[src/rtl/ram_arb_ctrl.sv]
// ram_arb_ctrl
//
// Two-port round-robin arbiter and access sequencer for a single-port RAM
// with combinational read. Each client issues one read or write per
// req/ack handshake. A transaction takes three cycles:
// IDLE (arbitrate and latch) -> ACCESS (RAM strobe) -> ACK (one-cycle pulse).
// All RAM pins, acks and busy come from flops, so there is no combinational
// path from a request to the RAM.
//
// Ports:
//   clk, rst            clock (rising edge), asynchronous active-high reset
//   req0/req1           request from port 0 / port 1
//   wr0/wr1             1 = write, 0 = read (valid while req high)
//   addr0/addr1         access address (valid while req high)
//   wdata0/wdata1       write data (valid while req high)
//   ack0/ack1           one-cycle completion pulse
//   rdata0/rdata1       read data, held until that port's next read completes
//   busy                high whenever the sequencer is not idle
//   ram_cs, ram_wr      RAM chip select / write enable, active-high
//   ram_addr, ram_din   RAM address / write data (hold last latched value)
//   ram_dout            RAM read data (combinational from ram_addr)

module ram_arb_ctrl #(
    parameter int ADDR_W = 10,
    parameter int DATA_W = 8
) (
    input  logic              clk,
    input  logic              rst,
    input  logic              req0,
    input  logic              req1,
    input  logic              wr0,
    input  logic              wr1,
    input  logic [ADDR_W-1:0] addr0,
    input  logic [ADDR_W-1:0] addr1,
    input  logic [DATA_W-1:0] wdata0,
    input  logic [DATA_W-1:0] wdata1,
    output logic              ack0,
    output logic              ack1,
    output logic [DATA_W-1:0] rdata0,
    output logic [DATA_W-1:0] rdata1,
    output logic              busy,
    output logic              ram_cs,
    output logic              ram_wr,
    output logic [ADDR_W-1:0] ram_addr,
    output logic [DATA_W-1:0] ram_din,
    input  logic [DATA_W-1:0] ram_dout
);

    typedef enum logic [1:0] {
        IDLE   = 2'd0,
        ACCESS = 2'd1,
        ACK    = 2'd2
    } state_t;

    state_t state;

    logic              last_gnt;   // port granted most recently
    logic              gnt_id;     // port owning the transaction in flight
    logic              wr_lat;     // latched direction of the transaction
    logic              winner;
    logic              sel_wr;
    logic [ADDR_W-1:0] sel_addr;
    logic [DATA_W-1:0] sel_wdata;

    // A lone requester wins outright; on a tie the port that did not win
    // last time gets the grant.
    always_comb begin
        winner = 1'b0;
        if (req0 && req1) begin
            winner = ~last_gnt;
        end else begin
            winner = req1;
        end
        sel_wr    = winner ? wr1    : wr0;
        sel_addr  = winner ? addr1  : addr0;
        sel_wdata = winner ? wdata1 : wdata0;
    end

    always_ff @(posedge clk or posedge rst) begin
        if (rst) begin
            state    <= IDLE;
            last_gnt <= 1'b1;
            gnt_id   <= 1'b0;
            wr_lat   <= 1'b0;
            ram_cs   <= 1'b0;
            ram_wr   <= 1'b0;
            ram_addr <= '0;
            ram_din  <= '0;
            rdata0   <= '0;
            rdata1   <= '0;
            ack0     <= 1'b0;
            ack1     <= 1'b0;
            busy     <= 1'b0;
        end else begin
            case (state)
                IDLE: begin
                    if (req0 || req1) begin
                        // Operands are captured here so later client changes
                        // cannot disturb the access in flight.
                        gnt_id   <= winner;
                        last_gnt <= winner;
                        wr_lat   <= sel_wr;
                        ram_addr <= sel_addr;
                        ram_din  <= sel_wdata;
                        ram_cs   <= 1'b1;
                        ram_wr   <= sel_wr;
                        busy     <= 1'b1;
                        state    <= ACCESS;
                    end
                end

                ACCESS: begin
                    if (!wr_lat) begin
                        if (gnt_id) begin
                            rdata1 <= ram_dout;
                        end else begin
                            rdata0 <= ram_dout;
                        end
                    end
                    ram_cs <= 1'b0;
                    ram_wr <= 1'b0;
                    ack0   <= ~gnt_id;
                    ack1   <= gnt_id;
                    state  <= ACK;
                end

                ACK: begin
                    ack0  <= 1'b0;
                    ack1  <= 1'b0;
                    busy  <= 1'b0;
                    state <= IDLE;
                end

                default: begin
                    ram_cs <= 1'b0;
                    ram_wr <= 1'b0;
                    ack0   <= 1'b0;
                    ack1   <= 1'b0;
                    busy   <= 1'b0;
                    state  <= IDLE;
                end
            endcase
        end
    end

endmodule

[config.mk]
export PLATFORM = sky130hd
export DESIGN_NAME = ram_arb_ctrl
export DESIGN_NICKNAME = d
export VERILOG_FILES = /design/src/rtl/ram_arb_ctrl.sv
export SDC_FILE = /design/constraint.sdc
export NUM_CORES = 1
export LEC_CHECK = 0
export ABC_CLOCK_PERIOD_IN_PS = 2100
export BUFFER_PORTS_ARGS = -buffer_cell sky130_fd_sc_hd__buf_2
export CORE_UTILIZATION = 46
export CTS_CLUSTER_DIAMETER = 120
export DETAILED_ROUTE_END_ITERATION = 8
export GPL_TIMING_DRIVEN = 0
export PLACE_DENSITY = 0.79
export REMOVE_ABC_BUFFERS = 1
export SLEW_MARGIN = 10
export SYNTH_ARGS = -nofsm -noshare
export SYNTH_HDL_FRONTEND = slang
export SYNTH_SLANG_ARGS = --single-unit
[constraint.sdc]
create_clock -name clk -period 2.1 [get_ports clk]
set_input_delay 0.315 -clock clk [delete_from_list [all_inputs] [get_ports clk]]
set_output_delay 0.315 -clock clk [all_outputs]
set_load 0.1 [all_outputs]
==> results_dict.tcl <==
set metrics [dict create \
    stdcell_count 270 \
    cp_top_family "multiplexers" \
    antenna_left 0 \
    worst_pin_slew_ns 0.650 \
    fmax_ghz 0.546 \
    cp-endpoint "ram_addr[8]" \
    design_area_um2 2530 \
    cts-hold-fix-buffers 0 \
    synth_seq_cells 44 \
    crit_chain "a21bo_2, mux2_4, mux2_2" \
    cts_setup_buffers 0 \
    slowest_stage "a21bo_2" \
    grt_first_pass_wirelength_um 5460 \
    die_w_um 67.4 \
    cts.sinks 44 \
    synth_top_area_share 0.547 \
    place_congestion 0.671 \
    drt_iter0_markers 46 \
    grt_pass1_vias 1212 \
    rsz0062_at_grt "no" \
    ff2ff_setup_slack_ns 0.27 \
    hold_viol_final 0 \
    yosys-top-cells-area "dfrtp_1, mux2_2, mux2_4, mux2i_1, dfstp_2" \
    drv_slew 0 \
    worstSetupEndpointType "register" \
    max_stage_delay_ns 0.55 \
    ys_warn_count 0 \
    postPlaceCellArea_um2 2440 \
    setup-tns-final_ns 0 \
    dieArea_um2 4540 \
    setup_viol 0 \
    drtPass1Iterations 4 \
    hp-class "in -> async" \
    grt_usage 0.166 \
    grt_overflow_total 0 \
    final_common_cell "buf_2" \
    cts_max_path_buffers 2 \
    syn_to_final_growth_pct 28.7 \
    clk_pin_slew_ns 0.08 \
    ys_types 18 \
    timing.final.crit_share 0.873 \
    outcome "complete, no violations" \
    skew_ns 0.00774 \
    start_kind "register" \
    r2r-start "last_gnt" \
    slew_headroom 0.567 \
    cp_num_buf_inv 0 \
    cap_violations 0 \
    path_depth 3 \
    synth_area_leader_cell "dfrtp_1" \
    start_util 0.484 \
    htreeDepth 2 \
    ios 89 \
    criticalPathCategory "reg -> reg" \
    reg2reg_depth 3 \
    root_buffer "clkbuf_8" \
    grt_max_degree 27 \
    cp_data_required_time_ns 2.28 \
    die_y_um 67.4 \
    io_buffers 88 \
    cts_tree "yes" \
    core_um2 4060 \
    worstReg2RegEnd "ram_addr[8]" \
    antenna_found_initial 0 \
    worst-path-max-fanout 20 \
    cts_made_buffers 5 \
    cp-startpoint "last_gnt" \
    arrival_ns 2.01 \
    ys_seq_area_frac 0.561 \
    placed_cells 262 \
    period_minus_slack_ns 1.83 \
    drc 0 \
    synthCells 130 \
    drive_gt1_frac 0.686 \
    fp-row-count 23 \
    holdWs_ns 0.0103 \
    mostFrequentLayoutCells "buf_2, dfrtp_1, mux2_2, mux2_4, clkbuf_8" \
    wl_per_cell_um 12.5 \
    netlist_area_um2 1970 \
    clk_latency_ns 0.29 \
    syn_area_per_cell_um2 15.1 \
    vias_per_cell 4.89 \
    nNetsFinal 269 \
    routed_wl_um 3370 \
    dp_hpwl_um 2540 \
    n_antenna_cell 0 \
    via_count 1320 \
]
## sequential cells by signal (all words and copies together) (netlist names)
register	count
ram_addr	10
ram_din	8
rdata0	8
rdata1	8
state	2
ack0	1
ack1	1
busy	1
gnt_id	1
last_gnt	1
ram_cs	1
ram_wr	1
wr_lat	1
## repair_timing
item / in CTS / in global routing
gates resized for setup: 0 / 1
endpoints found under the hold margin: 0 / 0
endpoints found under the setup margin: 0 / 3
## logic make-up (layout without fill, tap and decap cells)
group,count (synthesis),in the layout,synth area share
DFF,44,44,0.561
muxes,56,56,0.353
and+or+nand+nor,8,8,0.0204
buffers and inverters,13,103,0.0382
AOI/OAI and AO/OA,9,9,0.0280
## synth_stat cells
cell type   n
mux2_4     18
o32ai_1     1
nor2_1      4
dfrtp_1    43
mux2i_1     4
a21bo_2     1
inv_1       6
buf_6       2
nor2b_1     2
and3_1      2
a21oi_1     1
dfstp_2     1
buf_2       3
buf_4       2
a31oi_1     1
o21ai_1     1
mux2_2     34
o21ai_0     4
## through the flow
stage                     setup WS [ns]   util
after CTS                         0.164  0.623
after detailed placement          0.181  0.600
final                             0.267  0.623
after floorplan                   0.389      -
after global routing              0.110  0.623
after global placement            0.159  0.595
## worst register-to-register path, delay by kind of cell (launching register included)
| family | cells | cell delay [ns] |
|---|---|---|
| compound gates | 1 | 0.55 |
| mux | 2 | 0.63 |
| flops | 1 | 0.54 |
## per-layer routing
metal  track usage  share of wire  up-vias
met5             0              0        -
met4        0.0638          0.012        0
met3        0.0709          0.086        6
met2         0.274           0.46       67
met1         0.190           0.44      614
li1              -              -      633
## worst min path at each step
| stage | endpoint | start | slack, ns |
|---|---|---|---|
| after floorplan | last_gnt | req0 | 0.38 |
| after global placement | rdata1[5] | rdata1[5] | 0.48 |
| after detailed placement | ram_addr[3] | rst | 0.33 |
| after CTS | ram_addr[4] | rst | 0.01 |
| after global routing | ram_din[6] | rst | 0.03 |
| final | ram_din[6] | rst | 0.01 |
## area by class of cell
class	instances	area, um2
well taps	50	62.6
inverters	6	26.3
fillers	319	1530
flip-flops and latches	44	1100
repair buffers	89	460
clock buffers	8	90.1
multi-input cells	73	788
Power is not shown: default switching activity piles up to over one toggle a cycle in this logic, so the estimate is an artifact.
